===== src/rtl/i2s_mix_n.sv =====
// i2s_mix_n: N-channel bit-serial I2S mixer.
// Deserialises n_ch I2S lines sharing one bclk/lrclk pair, applies per-channel
// shift/negate/mute, sums the channels and re-serialises the mix one half-frame later.
// Optional feature macro MIX_SAT_EN: clamp the mix to w_out bits and drive a sticky
// saturation flag; without it the mix wraps and sat_o is tied low.
module i2s_mix_n #(
    parameter int unsigned N_CH      = 4,
    parameter int unsigned W_SMP     = 32,
    parameter int unsigned W_IN      = 24,
    parameter int unsigned W_OUT     = 24,
    parameter int unsigned MAX_SHIFT = 8
) (
    input  logic              clk,
    input  logic              rst_n,
    input  logic              bclk_i,
    input  logic              lrclk_i,
    input  logic [N_CH-1:0]   in_i,
    input  logic [4*N_CH-1:0] shift_i,
    input  logic [N_CH-1:0]   minus_i,
    input  logic [N_CH-1:0]   mute_i,
    output logic              out_o,
    output logic              sat_o
);

    localparam int unsigned CNT_W = (W_SMP > 1) ? $clog2(W_SMP) : 1;
    localparam int unsigned W_MAX = (W_OUT > W_IN) ? W_OUT : W_IN;
    // Wide enough for the full channel sum plus the clamp comparison
    localparam int unsigned ACC_W = W_MAX + $clog2(N_CH) + 2;
    localparam int unsigned DROP  = (W_OUT < W_IN) ? (W_IN - W_OUT) : 0;
    localparam logic [CNT_W-1:0] CNT_MAX   = CNT_W'(W_SMP - 1);
    localparam logic [3:0]       SHIFT_CAP = (MAX_SHIFT > 15) ? 4'hF : 4'(MAX_SHIFT);

    // Synchronisers / edge detection
    logic [1:0]          bclk_q;
    logic                lr_q;
    logic [N_CH-1:0]     in_q;
    logic                rise_c;
    logic                fall_c;
    logic                bound_c;

    // Framing and datapath state
    logic                lr_prev_q;
    logic [CNT_W-1:0]    cnt_q;
    logic [CNT_W-1:0]    cnt_d;
    logic [W_IN-1:0]     cap_q [N_CH];
    logic [W_OUT-1:0]    held_q;
    logic                first_q;
    logic                out_q;
    logic                out_bit_c;

    // Mix datapath
    logic [3:0]              sh_amt;
    logic signed [ACC_W-1:0] val;
    logic signed [ACC_W-1:0] sum_c;
    logic signed [ACC_W-1:0] algn_c;
    logic [W_OUT-1:0]        word_c;

`ifdef MIX_SAT_EN
    localparam logic signed [ACC_W-1:0] SAT_HI = {{(ACC_W-W_OUT+1){1'b0}}, {(W_OUT-1){1'b1}}};
    localparam logic signed [ACC_W-1:0] SAT_LO = ~SAT_HI;
    logic clamp_c;
    logic sat_q;
`endif

    assign rise_c  = bclk_q[0] & ~bclk_q[1];
    assign fall_c  = ~bclk_q[0] & bclk_q[1];
    assign bound_c = rise_c & (lr_q != lr_prev_q);

    // Input synchronisers; lrclk/data follow the first bclk stage so they align with rise_c
    always_ff @(posedge clk or negedge rst_n) begin
        if (!rst_n) begin
            bclk_q <= 2'b00;
            lr_q   <= 1'b0;
            in_q   <= '0;
        end else begin
            bclk_q <= {bclk_q[0], bclk_i};
            lr_q   <= lrclk_i;
            in_q   <= in_i;
        end
    end

    // Next bit counter: cleared at a boundary, otherwise saturating increment
    always_comb begin
        cnt_d = cnt_q;
        if (bound_c) begin
            cnt_d = '0;
        end else if (cnt_q != CNT_MAX) begin
            cnt_d = cnt_q + CNT_W'(1);
        end
    end

    // Framing state: previous lrclk sample and bit counter, advanced on each rise
    always_ff @(posedge clk or negedge rst_n) begin
        if (!rst_n) begin
            lr_prev_q <= 1'b0;
            cnt_q     <= '0;
        end else if (rise_c) begin
            lr_prev_q <= lr_q;
            cnt_q     <= cnt_d;
        end
    end

    // Capture MSB-first bits at counts 1..W_IN; clear after the boundary transfer
    always_ff @(posedge clk or negedge rst_n) begin
        if (!rst_n) begin
            for (int i = 0; i < int'(N_CH); i++) begin
                cap_q[i] <= '0;
            end
        end else if (bound_c) begin
            for (int i = 0; i < int'(N_CH); i++) begin
                cap_q[i] <= '0;
            end
        end else if (rise_c) begin
            for (int i = 0; i < int'(N_CH); i++) begin
                for (int k = 1; k <= int'(W_IN); k++) begin
                    if (cnt_d == CNT_W'(k)) begin
                        cap_q[i][W_IN-k] <= in_q[i];
                    end
                end
            end
        end
    end

    // Per-channel shift/negate/mute and channel sum, aligned to the output width
    always_comb begin
        sh_amt = '0;
        val    = '0;
        sum_c  = '0;
        for (int i = 0; i < int'(N_CH); i++) begin
            sh_amt = shift_i[4*i +: 4];
            if (sh_amt > SHIFT_CAP) begin
                sh_amt = SHIFT_CAP;
            end
            val = ACC_W'($signed(cap_q[i]));
            val = val >>> sh_amt;
            if (minus_i[i]) begin
                val = -val;
            end
            if (mute_i[i]) begin
                val = '0;
            end
            sum_c = sum_c + val;
        end
        algn_c = sum_c >>> DROP;
    end

    // Reduce the aligned sum to the output word
    always_comb begin
`ifdef MIX_SAT_EN
        clamp_c = 1'b0;
        if (algn_c > SAT_HI) begin
            word_c  = W_OUT'(SAT_HI);
            clamp_c = 1'b1;
        end else if (algn_c < SAT_LO) begin
            word_c  = W_OUT'(SAT_LO);
            clamp_c = 1'b1;
        end else begin
            word_c  = W_OUT'(algn_c);
        end
`else
        word_c = W_OUT'(algn_c);
`endif
    end

    // Held output word: loaded at each boundary; the first boundary after reset loads zero
    always_ff @(posedge clk or negedge rst_n) begin
        if (!rst_n) begin
            held_q  <= '0;
            first_q <= 1'b1;
        end else if (bound_c) begin
            held_q  <= first_q ? '0 : word_c;
            first_q <= 1'b0;
        end
    end

    // Select the output bit for the counter seen at the preceding rise
    always_comb begin
        out_bit_c = 1'b0;
        for (int k = 1; k <= int'(W_OUT); k++) begin
            if (cnt_q == CNT_W'(k)) begin
                out_bit_c = held_q[W_OUT-k];
            end
        end
    end

    // Serial output register, updated on each bclk fall
    always_ff @(posedge clk or negedge rst_n) begin
        if (!rst_n) begin
            out_q <= 1'b0;
        end else if (fall_c) begin
            out_q <= out_bit_c;
        end
    end

    assign out_o = out_q;

`ifdef MIX_SAT_EN
    // Sticky saturation flag, set whenever a loaded mix was clamped
    always_ff @(posedge clk or negedge rst_n) begin
        if (!rst_n) begin
            sat_q <= 1'b0;
        end else if (bound_c && !first_q && clamp_c) begin
            sat_q <= 1'b1;
        end
    end

    assign sat_o = sat_q;
`else
    assign sat_o = 1'b0;
`endif

endmodule


===== config.mk =====
export PLATFORM = sky130hd
export DESIGN_NAME = i2s_mix_n
export DESIGN_NICKNAME = d
export VERILOG_FILES = /design/src/rtl/i2s_mix_n.sv
export SDC_FILE = /design/constraint.sdc
export NUM_CORES = 1
export LEC_CHECK = 0
export ABC_AREA = 1
export CELL_PAD_IN_SITES_DETAIL_PLACEMENT = 1
export CELL_PAD_IN_SITES_GLOBAL_PLACEMENT = 1
export CORE_MARGIN = 2
export CORE_UTILIZATION = 40
export DETAILED_ROUTE_END_ITERATION = 8
export DONT_BUFFER_PORTS = 1
export PLACE_DENSITY = 0.76
export SETUP_SLACK_MARGIN = 0.15
export SYNTH_ARGS = -nofsm -noshare
export SYNTH_HDL_FRONTEND = slang
export SYNTH_SLANG_ARGS = --single-unit

===== constraint.sdc =====
create_clock -name clk -period 7.1 [get_ports clk]
set_input_delay 1.42 -clock clk [delete_from_list [all_inputs] [get_ports clk]]
set_output_delay 1.42 -clock clk [all_outputs]
set_load 0.1 [all_outputs]

Yosys cells after proc, flatten, opt, wreduce, memory -nomap -nowiden. Index checks and enable logic that the tools add are counted. Widths: inputs -> output; s select.

Add/sub/neg operators: 8. Magnitude comparators: 4. Eq/ne operators: 50. Shift-type cells: 4. Mux-type cells: 137. Bitwise logic cells: 5. Reduce and logical (&&, ||, !) cells: 49.

Operator list (count): $mux 24 (9); $mux 96 (2); $mux 1 (120); $neg 24->24 (4); $sshr 24x4->24 (4); $eq 5x5->1 const B (18); $eq 5x4->1 const B (16); $add 24x24->24 (3); $reduce_bool 2->1 (25); $reduce_and 2->1 (24); $eq 5x3->1 const B (8); $eq 5x2->1 const B (4); $gt 4x4->1 const B (4); $mux 4 (4); $eq 5x1->1 const B (2); $mux 5 (2); $add 5x1->5 const B (1); $ne 5x5->1 const B (1); $and 1x1->1 (3); $not 1->1 (2); $ne 1x1->1 (1).

Flip-flop bits (word level): 135. Input bits: 32. Output and inout bits: 2.

Logic depth before layout (Yosys ltp). Gate-level depths: netlist (run 1).

Depth in word-level cells: 25. Gate-level depth with buffers: 40.

Least setup slack after synthesis (run 1). Ideal clock, no wire load.

Path kind: input-to-reg. Start: in shift_i[7]. End: reg held_q[18]. Setup time: 0.123 ns. Data arrival time: 6.179 ns. Data required time: 6.977 ns. Setup slack: 0.798 ns. Stages: 38. Path buffers: 1. Path through: inv_2 nand2_2 buf_2 nand2_1 o21ai_0 or2_1 nand3_1 nand2_1 nor2_2 ha_1 nor3b_2 inv_2 nor2_1 inv_2 nor2_1 o21a_1 nor3_1 fa_1 [2 not listed] inv_1 ha_1 nand2_1 o21ai_0 a21oi_1 o21ai_0 nand3_1 nand2_1 nand2_1 inv_1 nor2_1 inv_1 a21oi_1 o21ai_0 a21o_1 a21oi_1 o21ai_0 nand2_1.

Word-level cells in the longest chain between the ends: 10.

RTL lines: start, declared (RTL line 18) `input logic [4*N_CH-1:0] shift_i,`; $gt 4x4->1 (RTL line 131) `if (sh_amt > SHIFT_CAP) begin`; $mux 4 (*) (RTL line 131); $sshr 24x4->24 (*) (RTL line 135) `val = val >>> sh_amt;`; $neg 24->24 (RTL line 137) `val = -val;`; $mux 24 (*) (RTL line 136) `if (minus_i[i]) begin`; $mux 24 (*) (RTL line 139) `if (mute_i[i]) begin`; $add 24x24->24 (*) (3 in series) (RTL line 142) `sum_c = sum_c + val;`; $mux 24 (*) (RTL line 171) `held_q <= first_q ? '0 : word_c;`; end signal, assigned (RTL line 171); end, declared (RTL line 46) `logic [W_OUT-1:0] held_q;`.

Mark *: on every way between the ends. The rest lies on a longest branch, timed or not. A chain may end at the register's enable or synchronous reset.

Final worst setup path (run 1).
Start: in shift_i[7]. End: reg held_q[22].

The elaborated chain is that of the path after synthesis.

==> out/results.txt, run 1 <==
Status - finished clean
Rel. slew slack - 0.111
Antenna diodes - 0
VDD IR max - 0.195 mV
Clk Latency, worst-skew pair - 0.46 ns
Mapped Area - 14700 µm²
Worst Skew - 0.0149 ns
Syn nets - 2486
CP delay by family, top - simple AND/OR/NAND/NOR gates
Count of pins over their slew limit - 0
Reg2reg setup slack - 1.52 ns
Int Pwr - 2.51 mW
GR Overflow Total - 0
Critical Path RT - 7.44 ns
Syn Inst Count - 2377
CP peak stage delay - 0.55 ns
DRC Markers - 0
Crit path launch - shift_i[7]
Distinct cells, synth - 58
IO Count - 34
Area Overhead vs Synth - 7.10%
Most frequent cell after synthesis - nand2_1
Worst Hold Class - reg -> reg
Post_cts resized - 0
Via count - 15700
Syn_area_per_cell - 6.16 µm²
Hold path endpoint - bclk_q[1]$_DFF_PN0_
Post-CTS Setup Inserts - 0
Reg2reg end - held_q[22]$_DFFE_PN0P_
Worst-path fanout max - 38
Clock Path Buffers - 2
CTS Sinks - 135
First-pass GRT wire length - 89.6 mm
CTS root buffer - clkbuf_16
1st-pass router iterations - 5
Minimum clock period - 6.49 ns
Switching pwr - 2.82 mW
Main area contributors after synthesis - dfrtp_1 (23%), nand2_1 (18%), inv_1 (8.3%)
Yosys top cell area share - 0.229
Clk pwr share - 0.169
GP Congestion - 0.938
Row count - 70
PortBufs - 0
Worst-Margin Slew - 1.33 ns
Beginning of the worst hold path - bclk_q[0]$_DFF_PN0_
Die area - 38200 µm²
Cts hold-fix bufs - 0
Total Wirelength - 56.1 mm
Hold Path Depth - 0
Crit path capture type - flip-flop
Detailed placer's ending HPWL - 44.4 mm
TritonCTS clock tree - done
Die Ht - 195 µm
Yosys Warn Count - 0
Initial antenna violation count - 0
Leak - 7.90 nW
Combinational group share of total power - 0.598
Endpoints failing setup - 0
Synth cell count leaders - nand2_1 (693), inv_1 (324), o21ai_0 (225)
Core area - 36300 µm²
Tcrit/Tclk final - 0.914
Crit Reg-Reg Startpoint - cap_q[56]$_DFFE_PN0P_
Crit path buffers/inverters - 7
Number of synthesized flops with an enable pin - 0
Largest net degree at the start of global routing - 136
RSZ-0062 raised after global routing - false
Total GRT Usage - 0.301
Initial core utilization - 0.403
H-tree depth - 4
Share of cells above drive strength 1 - 0.0847
Asr flop ratio synth - 1.00
Most used cell along the critical path - nand2_1
Post-synth top area cell - dfrtp_1
Hold Vio Cnt, Final - 0
Clock slew at the register clock pins of the worst setup and hold paths - 0.06 ns
Total CTS buffers - 17
Max-Cap Viols - 0
Power Total - 5.33 mW
Power Dens Cells - 340 nW/µm²
Finished Core Util - 0.432
Max stage delay cell, worst path - fa_1
#FFs+latches synth - 135
Fillers - 4910
DIE WIDTH - 195 µm
Worst EP arrival - 6.82 ns
Sequential area share after synthesis - 0.231
Wire per inst - 19.8 µm
Synth Flop Type - dfrtp_1
Initial DRC count - 1065
Setup TNS - 0 ns
FMAX - 154 MHz
CP startpoint kind - primary input
Post-route ant nets - 0
Flop pwr share - 0.233
Setup CP Type - in -> reg
Worst R2R Path Depth - 31
Final #Nets - 2457
Vias in the first global route - 15700
Vias/cell - 5.57
Net switching fraction of the power - 0.529
==> metrics by stage <==
stage	worst slack, ns	hold WS [ns]	instances	instance area, µm²
finish	0.613	0.389	2829	15700
CTS	0.455	0.394	2829	15600
global route	0.143	0.413	2829	15700
detailed placement	-0.0386	0.371	2797	15000
floorplan	0.798	0.354	2377	14700
global placement	0.210	0.378	2797	15000
==> power groups by stage <==
| stage | Clock (mW) | Combinational [mW] | Sequential [mW] |
|---|---|---|---|
| final | 0.902 | 3.19 | 1.24 |
| after global placement | 0 | 2.99 | 1.24 |
| after global routing | 0.944 | 3.62 | 1.27 |
| after CTS | 0.921 | 3.13 | 1.24 |
| after floorplan | 0 | 2.25 | 1.16 |
| after detailed placement | 0 | 3.10 | 1.25 |
==> cell usage in the layout, fill, tap and decap left out, types with 7 or more instances in the layout <==
cell type	netlist	layout
fa_1	46	46
nand4_1	11	11
and3_1	13	13
ha_1	31	30
a21oi_1	129	123
nand3_1	154	153
inv_2	29	28
buf_4	8	33
nand3_2	6	7
nor3_1	43	42
clkbuf_16	0	17
nand3b_1	7	7
o21ai_1	100	100
o21a_1	9	9
inv_1	324	324
a21oi_2	5	11
nand2_1	693	693
o31ai_1	11	11
o22ai_1	10	10
o211ai_1	25	25
nor2_2	12	14
nor2_1	173	171
o21ai_2	13	16
dfrtp_1	134	134
o21ai_0	225	221
or2_2	12	12
nand2_2	12	12
==> metal layers <==
layer  track usage  up-vias  share of wire
met4         0.103        0          0.033
met3        0.0339       72          0.047
met2         0.493      368           0.46
li1              -     7625              -
met1         0.412     7681           0.46
met5             0        -              0
==> area by class of cell <==
class / count / area [µm²] / share of cell area
multi-input combinational: 1802 / 9530 / 0.607
timing repair buffer: 35 / 279 / 0.0178
sequential: 135 / 3380 / 0.215
clock inverter: 14 / 134 / 0.00853
inverter: 357 / 1350 / 0.0860
tap: 468 / 586 / 0.0373
clock buffer: 18 / 439 / 0.0280
==> worst max-delay path by stage <==
stage                             end  slack [ns]  cells after the start
6_report       held_q[22]$_DFFE_PN0P_        0.61                     33
5_1_grt        held_q[23]$_DFFE_PN0P_        0.14                     36
4_1_cts        held_q[18]$_DFFE_PN0P_        0.46                     33
3_5_place_dp   held_q[18]$_DFFE_PN0P_       -0.04                     33
3_3_place_gp   held_q[21]$_DFFE_PN0P_        0.21                     32
2_1_floorplan  held_q[18]$_DFFE_PN0P_        0.80                     38
==> cell families after synthesis <==
| group | count (synthesis) | synth area share |
|---|---|---|
| simple gates | 1162 | 0.341 |
| compound gates | 552 | 0.208 |
| buf+inv | 440 | 0.125 |
| flops | 135 | 0.231 |
| fa+ha+maj | 77 | 0.0893 |
| xor+xnor | 7 | 0.00418 |
| mux | 3 | 0.00222 |
| other cells | 1 | 0.000256 |
==> flip-flops by register name, summed over array words and instances, names as in the netlist <==
register and flops:
cap_q 96, held_q 24, cnt_q 5, in_q 4, bclk_q 2, first_q 1, lr_prev_q 1, lr_q 1
out_o 1
No activity file was read; power rests on OpenSTA's default activity.
==> run 2: changes to the inputs <==
- CORE_UTILIZATION: 40 -> 47
- PLACE_DENSITY: 0.76 -> 0.86
- SETUP_SLACK_MARGIN: 0.15 -> 0.05
==> run 2 against run 1 <==
Die area decreased by 15%; global-route usage increased by 5.7 points; wire length increased by 4.3%; via count increased by 2.9%; count of clock-buffer cells in the layout decreased by 1; sequential cell count unchanged; total power increased by 1.0%; non-clock buffer count decreased by 1; setup slack got worse by 0.11 ns; first-iteration DRC count increased by 15%; final cell count decreased by 2.6%; register-to-register slack got worse by 0.19 ns.
==> out/results.txt, run 2 (same netlist as run 1, synthesis figures left out) <==
Status - finished clean
Hold Vio Cnt, Final - 0 (unchanged)
Initial antenna violation count - 0 (unchanged)
Clock slew at the register clock pins of the worst setup and hold paths - 0.07 ns (about the same)
Row count - 64 (-8.6%)
Combinational group share of total power - 0.603 (+0.005)
Die area - 32600 µm² (-15%)
Max stage delay cell, worst path - fa_1
Cell Count Post-Placement - 2721 (-2.7%)
Flop pwr share - 0.231 (-0.002)
Routed length on met3 - 3.33 mm (+27%)
TritonCTS clock tree - done
Worst-path fanout max - 18 (-53%)
Total CTS buffers - 17 (unchanged)
Switching pwr - 2.90 mW (+2.7%)
DIE WIDTH - 181 µm (-7.6%)
Net switching fraction of the power - 0.537 (+0.00848)
PortBufs - 0 (unchanged)
CP peak stage delay - 0.49 ns (-0.06 ns)
Detailed placer's ending HPWL - 45.6 mm (+2.7%)
Area Overhead vs Synth - 5.99%
IO Count - 34 (unchanged)
Worst-Margin Slew - 1.24 ns (-0.0900 ns)
Setup CP Type - in -> reg
Fillers - 4306 (-12%)
1st-pass router iterations - 5 (unchanged)
Top reg by flops - cap_q
Largest regs - cap_q: 96 flops, held_q: 24 flops, cnt_q: 5 flops
Layout Cells excl Fill - 2756 (-2.6%)
Count of pins over their slew limit - 0 (unchanged)
Core area - 30700 µm² (-16%)
Max FFs per register - 96 (unchanged)
Vias/cell - 5.88 (+5.6%)
Int Pwr - 2.49 mW (-0.78%)
VDD IR max - 0.199 mV (+1.9%)
Setup TNS - 0 ns (unchanged)
DRC Markers - 0 (unchanged)
Share of cells above drive strength 1 - 0.0809 (-0.00378)
Hold WS - 0.384 ns (-0.00449 ns)
Worst Hold Class - reg -> reg
Post-route ant nets - 0 (unchanged)
Cts hold-fix bufs - 0 (unchanged)
Final instance area - 15500 µm² (-1.0%)
Clk Latency, worst-skew pair - 0.48 ns (+0.02 ns)
Total GRT Usage - 0.357 (+0.0565)
Clock Path Buffers - 2 (unchanged)
Leak - 7.88 nW (-0.27%)
Commonest non-fill, non-tap cell in the layout - nand2_1
Minimum clock period - 6.60 ns (+0.113 ns)
GR Overflow Total - 0 (unchanged)
Total Wirelength - 58.5 mm (+4.3%)
Antenna diodes - 0 (unchanged)
Crit path capture type - flip-flop
Rel. slew slack - 0.171 (+0.0600)
Tcrit/Tclk final - 0.930 (+0.0159)
Met2 wire length - 27.1 mm (+5.4%)
FMAX - 152 MHz (-1.7%)
Clk pwr share - 0.165 (-0.004)
CP delay by family, top - compound AO/OA/AOI/OAI gates
Multi-input logic area - 9490 µm² (-0.35%)
CP startpoint kind - primary input
Storage cell area - 3380 µm² (unchanged)
Max-Cap Viols - 0 (unchanged)
CTS root buffer - clkbuf_16
Commonest cells after routing, fill and taps aside - nand2_1 (693), inv_1 (323), o21ai_0 (222)
Power Dens Cells - 347 nW/µm² (+2.1%)
RSZ-0062 raised after global routing - false
H-tree depth - 4 (unchanged)
Endpoints failing setup - 0 (unchanged)
Initial DRC count - 1228 (+15%)
CTS Sinks - 135 (unchanged)
Initial core utilization - 0.478 (+0.0746)
Die Ht - 181 µm (-7.6%)
Via count - 16200 (+2.9%)
Crit path buffers/inverters - 7 (unchanged)
Finished Core Util - 0.506 (+0.0747)
Max Used Layer - met4
Worst Skew - 0.0224 ns (+0.00748 ns)
Critical Path RT - 7.46 ns (+0.02 ns)
Post-place instance area - 14900 µm² (-0.88%)
Vias in the first global route - 16200 (+2.8%)
Final #Nets - 2456 (-0.041%)
First-pass GRT wire length - 91.0 mm (+1.5%)
Met1 wire length - 25.1 mm (-2.8%)
GP Congestion - 1.00 (+6.7%)
Worst EP arrival - 6.96 ns (+0.14 ns)
Wire per inst - 21.2 µm (+7.1%)
Largest net degree at the start of global routing - 136 (unchanged)
[run 2: layout make-up]
cell class	instances	share of cell area
clock buffers	17	0.0274
clock inverters	15	0.00854
inverters	357	0.0870
multi-input cells	1802	0.611
flip-flops and latches	135	0.218
well taps	396	0.0319
repair buffers	34	0.0164
[run 2: metal layers]
metal	GRT usage	vias up
li1	-	7619
met3	0.0552	135
met5	0	-
met1	0.464	7931
met2	0.585	520
met4	0.164	0
[run 2: worst paths after layout]
check / slack [ns] / to / start / depth (start not counted)
min in group asynchronous: 0.65 / bclk_q[1]$_DFF_PN0_ / rst_n / 0
setup / recovery: 0.50 / held_q[23]$_DFFE_PN0P_ / shift_i[15] / 34
hold / removal: 0.38 / bclk_q[1]$_DFF_PN0_ / bclk_q[0]$_DFF_PN0_ / 0
setup reg to reg: 1.33 / held_q[22]$_DFFE_PN0P_ / cap_q[56]$_DFFE_PN0P_ / 31
hold reg to reg: 0.38 / bclk_q[1]$_DFF_PN0_ / bclk_q[0]$_DFF_PN0_ / 0
max in group asynchronous: 6.13 / cap_q[12]$_DFFE_PN0P_ / rst_n / 0
[run 2: repair_timing]
action / in CTS / in global routing
resized for setup: 0 / 12
endpoints found under the setup margin: 0 / 6
buffers inserted: 0 / 3
endpoints found under the hold margin: 0 / 0
[run 2: power by group through the flow]
stage                     registers [mW]  logic (mW)  clock network [mW]
after CTS                           1.24        3.18               0.895
after global routing                1.27        3.65               0.929
after global placement              1.24        2.96                   0
after detailed placement            1.25        3.12                   0
final                               1.25        3.25               0.891
after floorplan                     1.16        2.25                   0
[run 2: stage by stage]
step / worst slack, ns / total power [mW]
after global placement: 0.210 / 4.20
after detailed placement: -0.176 / 4.37
after floorplan: 0.798 / 3.41
after CTS: 0.158 / 5.31
after global routing: 0.0198 / 5.84
final: 0.500 / 5.39
[run 2: worst reg2reg max path: cells and delay by family (launching register included)]
family / cells / cell delay (ns)
buf+inv: 7 / 0.46
simple gates: 16 / 2.39
compound gates: 4 / 0.78
flops: 1 / 0.39
fa+ha+maj: 4 / 1.64
==> run 3: changes to the inputs <==
- CELL_PAD_IN_SITES_DETAIL_PLACEMENT: 1 -> 2
- CELL_PAD_IN_SITES_GLOBAL_PLACEMENT: 1 -> 2
- CORE_UTILIZATION: 47 -> 36
==> run 3 against run 2 <==
Final area grew 1.8%; count of clock-buffer cells in the layout grew 2; register-to-register slack lost 0.27 ns; clock skew shrank 0.0056 ns; combinational power grew 7.7%; sequential cell count is the same; critical path depth grew 2; critical endpoint unchanged; total power grew 4.6%; sequential share of layout area shrank 0.39 points; fmax shrank 4.9%; final cell count grew 4.9%; non-clock buffer count grew 6.
==> out/results.txt, run 3 (same netlist as run 1, synthesis figures left out) <==
Rel. slew slack - 0.160 (-0.0110)
GP Congestion - 0.945 (-5.6%)
DRC Markers - 0 (unchanged)
Final #Nets - 2462 (+0.24%)
Worst EP arrival - 7.31 ns (+0.35 ns)
Max-Cap Viols - 0 (unchanged)
Commonest non-fill, non-tap cell in the layout - nand2_1
Die area - 42300 µm² (+30%)
First-pass GRT wire length - 104 mm (+14%)
Vias in the first global route - 18000 (+11%)
Power Total - 5.64 mW (+4.6%)
Crit Reg-Reg Startpoint - cap_q[65]$_DFFE_PN0P_
Initial DRC count - 1035 (-16%)
Hold Vio Cnt, Final - 0 (unchanged)
Power Dens Cells - 356 nW/µm² (+2.7%)
H-tree depth - 4 (unchanged)
Reg2reg end - held_q[23]$_DFFE_PN0P_
CP peak stage delay - 0.55 ns (+0.06 ns)
Total GRT Usage - 0.325 (-0.0318)
PortBufs - 0 (unchanged)
DIE WIDTH - 206 µm (+14%)
Post-place instance area - 15100 µm² (+1.4%)
Die Ht - 206 µm (+14%)
Share of cells above drive strength 1 - 0.0879 (+0.00698)
Total CTS buffers - 17 (unchanged)
Initial core utilization - 0.367 (-0.111)
Row count - 73 (+14%)
Setup WS pre-CTS - -0.385 ns (-0.209 ns)
Area Overhead vs Synth - 7.91%
Antenna diodes - 0 (unchanged)
Minimum clock period - 6.94 ns (+0.338 ns)
Status - finished clean
Hold Path Depth - 0 (unchanged)
Hold path endpoint - bclk_q[1]$_DFF_PN0_
Most used cell along the critical path - nand2_1
Met2 wire length - 32.0 mm (+18%)
CP startpoint kind - primary input
Via count - 16500 (+1.9%)
Worst-Margin Slew - 1.26 ns (+0.0165 ns)
Core area - 39900 µm² (+30%)
Tcrit/Tclk final - 0.977 (+0.0477)
Reg2reg setup slack - 1.06 ns (-0.27 ns)
Final instance area - 15800 µm² (+1.8%)
Met1 wire length - 29.0 mm (+15%)
Initial antenna violation count - 0 (unchanged)
1st-pass router iterations - 5 (unchanged)
Routed length on met3 - 2.84 mm (-15%)
Worst Hold Class - reg -> reg
Top reg by flops - cap_q
Worst Skew - 0.0169 ns (-0.00556 ns)
TritonCTS clock tree - done
Clk Latency, worst-skew pair - 0.49 ns (about the same)
Worst-path fanout max - 17 (-1)
Worst R2R Path Depth - 32 (+3.2%)
Commonest cells after routing, fill and taps aside - nand2_1 (692), inv_1 (323), o21ai_0 (220)
FMAX - 144 MHz (-4.9%)
CTS root buffer - clkbuf_16
Max stage delay cell, worst path - fa_1
Beginning of the worst hold path - bclk_q[0]$_DFF_PN0_
Total Wirelength - 67.6 mm (+15%)
Largest net degree at the start of global routing - 136 (unchanged)
Finished Core Util - 0.396 (-0.110)
Clock Path Buffers - 2 (unchanged)
Crit path capture type - flip-flop
Post-route ant nets - 0 (unchanged)
GR Overflow Total - 0 (unchanged)
Max FFs per register - 96 (unchanged)
IO Count - 34 (unchanged)
Max Used Layer - met4
Crit path buffers/inverters - 7 (unchanged)
CP delay by family, top - simple AND/OR/NAND/NOR gates
Vias/cell - 5.71 (-2.9%)
Endpoints failing setup - 0 (unchanged)
Clock slew at the register clock pins of the worst setup and hold paths - 0.07 ns (about the same)
Largest regs - cap_q: 96 flops, held_q: 24 flops, cnt_q: 5 flops
Detailed placer's ending HPWL - 52.7 mm (+16%)
PnR worst setup slack - 0.162 ns (-0.338 ns)
Leak - 7.91 nW (+0.36%)
Wire per inst - 23.4 µm (+10%)
CTS Sinks - 135 (unchanged)
Critical Path RT - 7.47 ns (about the same)
Hold WS - 0.388 ns (+0.00339 ns)
Setup CP Type - in -> reg
Count of pins over their slew limit - 0 (unchanged)
VDD IR max - 0.201 mV (+0.75%)
==> run 3: changes by cell type in the layout (fill, tap and decap cells not counted), sizes merged <==
cell      before  now
clkinv         5    3
clkinvlp       2    5
clkbuf        17   19
buf           34   40
inv          365  362
==> run 3: how the worst max path moves through the flow <==
stage           startpoint                endpoint  slack [ns]  cells after the start
6_report        shift_i[7]  held_q[23]$_DFFE_PN0P_        0.16                     36
3_5_place_dp   shift_i[11]  held_q[22]$_DFFE_PN0P_       -0.39                     32
4_1_cts         shift_i[7]  held_q[22]$_DFFE_PN0P_        0.07                     27
5_1_grt         shift_i[7]  held_q[23]$_DFFE_PN0P_       -0.10                     36
3_3_place_gp   shift_i[11]  held_q[22]$_DFFE_PN0P_       -0.17                     32
2_1_floorplan   shift_i[7]  held_q[18]$_DFFE_PN0P_        0.80                     38
==> run 3: repair_timing <==
action,in CTS,in global routing
setup endpoints to repair,0,11
resized for setup,0,31
buffers inserted,0,3
hold buffers,0,0
==> run 3: report_power, final <==
part           internal (mW)  total, mW  switching (mW)  leakage [nW]
registers               1.02       1.25           0.228          1.69
clock network          0.464      0.887           0.423         0.260
logic                   1.05       3.50            2.45          5.96
total                   2.54       5.64            3.10          7.91
==> run 3: metal layers <==
| layer | vias up | GRT usage |
|---|---|---|
| li1 | 7619 | - |
| met1 | 8355 | 0.401 |
| met2 | 369 | 0.543 |
| met3 | 164 | 0.0538 |
| met4 | 0 | 0.174 |
| met5 | - | 0 |
==> run 3: worst register-to-register path: cells and delay by family (launching register included) <==
| kind | cells | cell delay (ns) |
|---|---|---|
| AOI/OAI and AO/OA | 5 | 1.04 |
| adders and majority gates | 3 | 1.51 |
| buffers and inverters | 6 | 0.58 |
| DFF | 1 | 0.36 |
| and+or+nand+nor | 18 | 2.46 |
==> run 3: layout make-up <==
type                       instances  area [µm²]
clock buffer                      19         443
clock inverter                    13         111
fill                            4978       24100
inverter                         357        1350
multi-input combinational       1802        9570
sequential                       135        3380
tap                              525         657
timing repair buffer              40         300
==> run 3: metrics by stage <==
stage               instances  TNS, ns
floorplan                2377        0
global placement         2856   -0.174
detailed placement       2856    -1.53
CTS                      2888        0
global route             2891   -0.288
finish                   2891        0
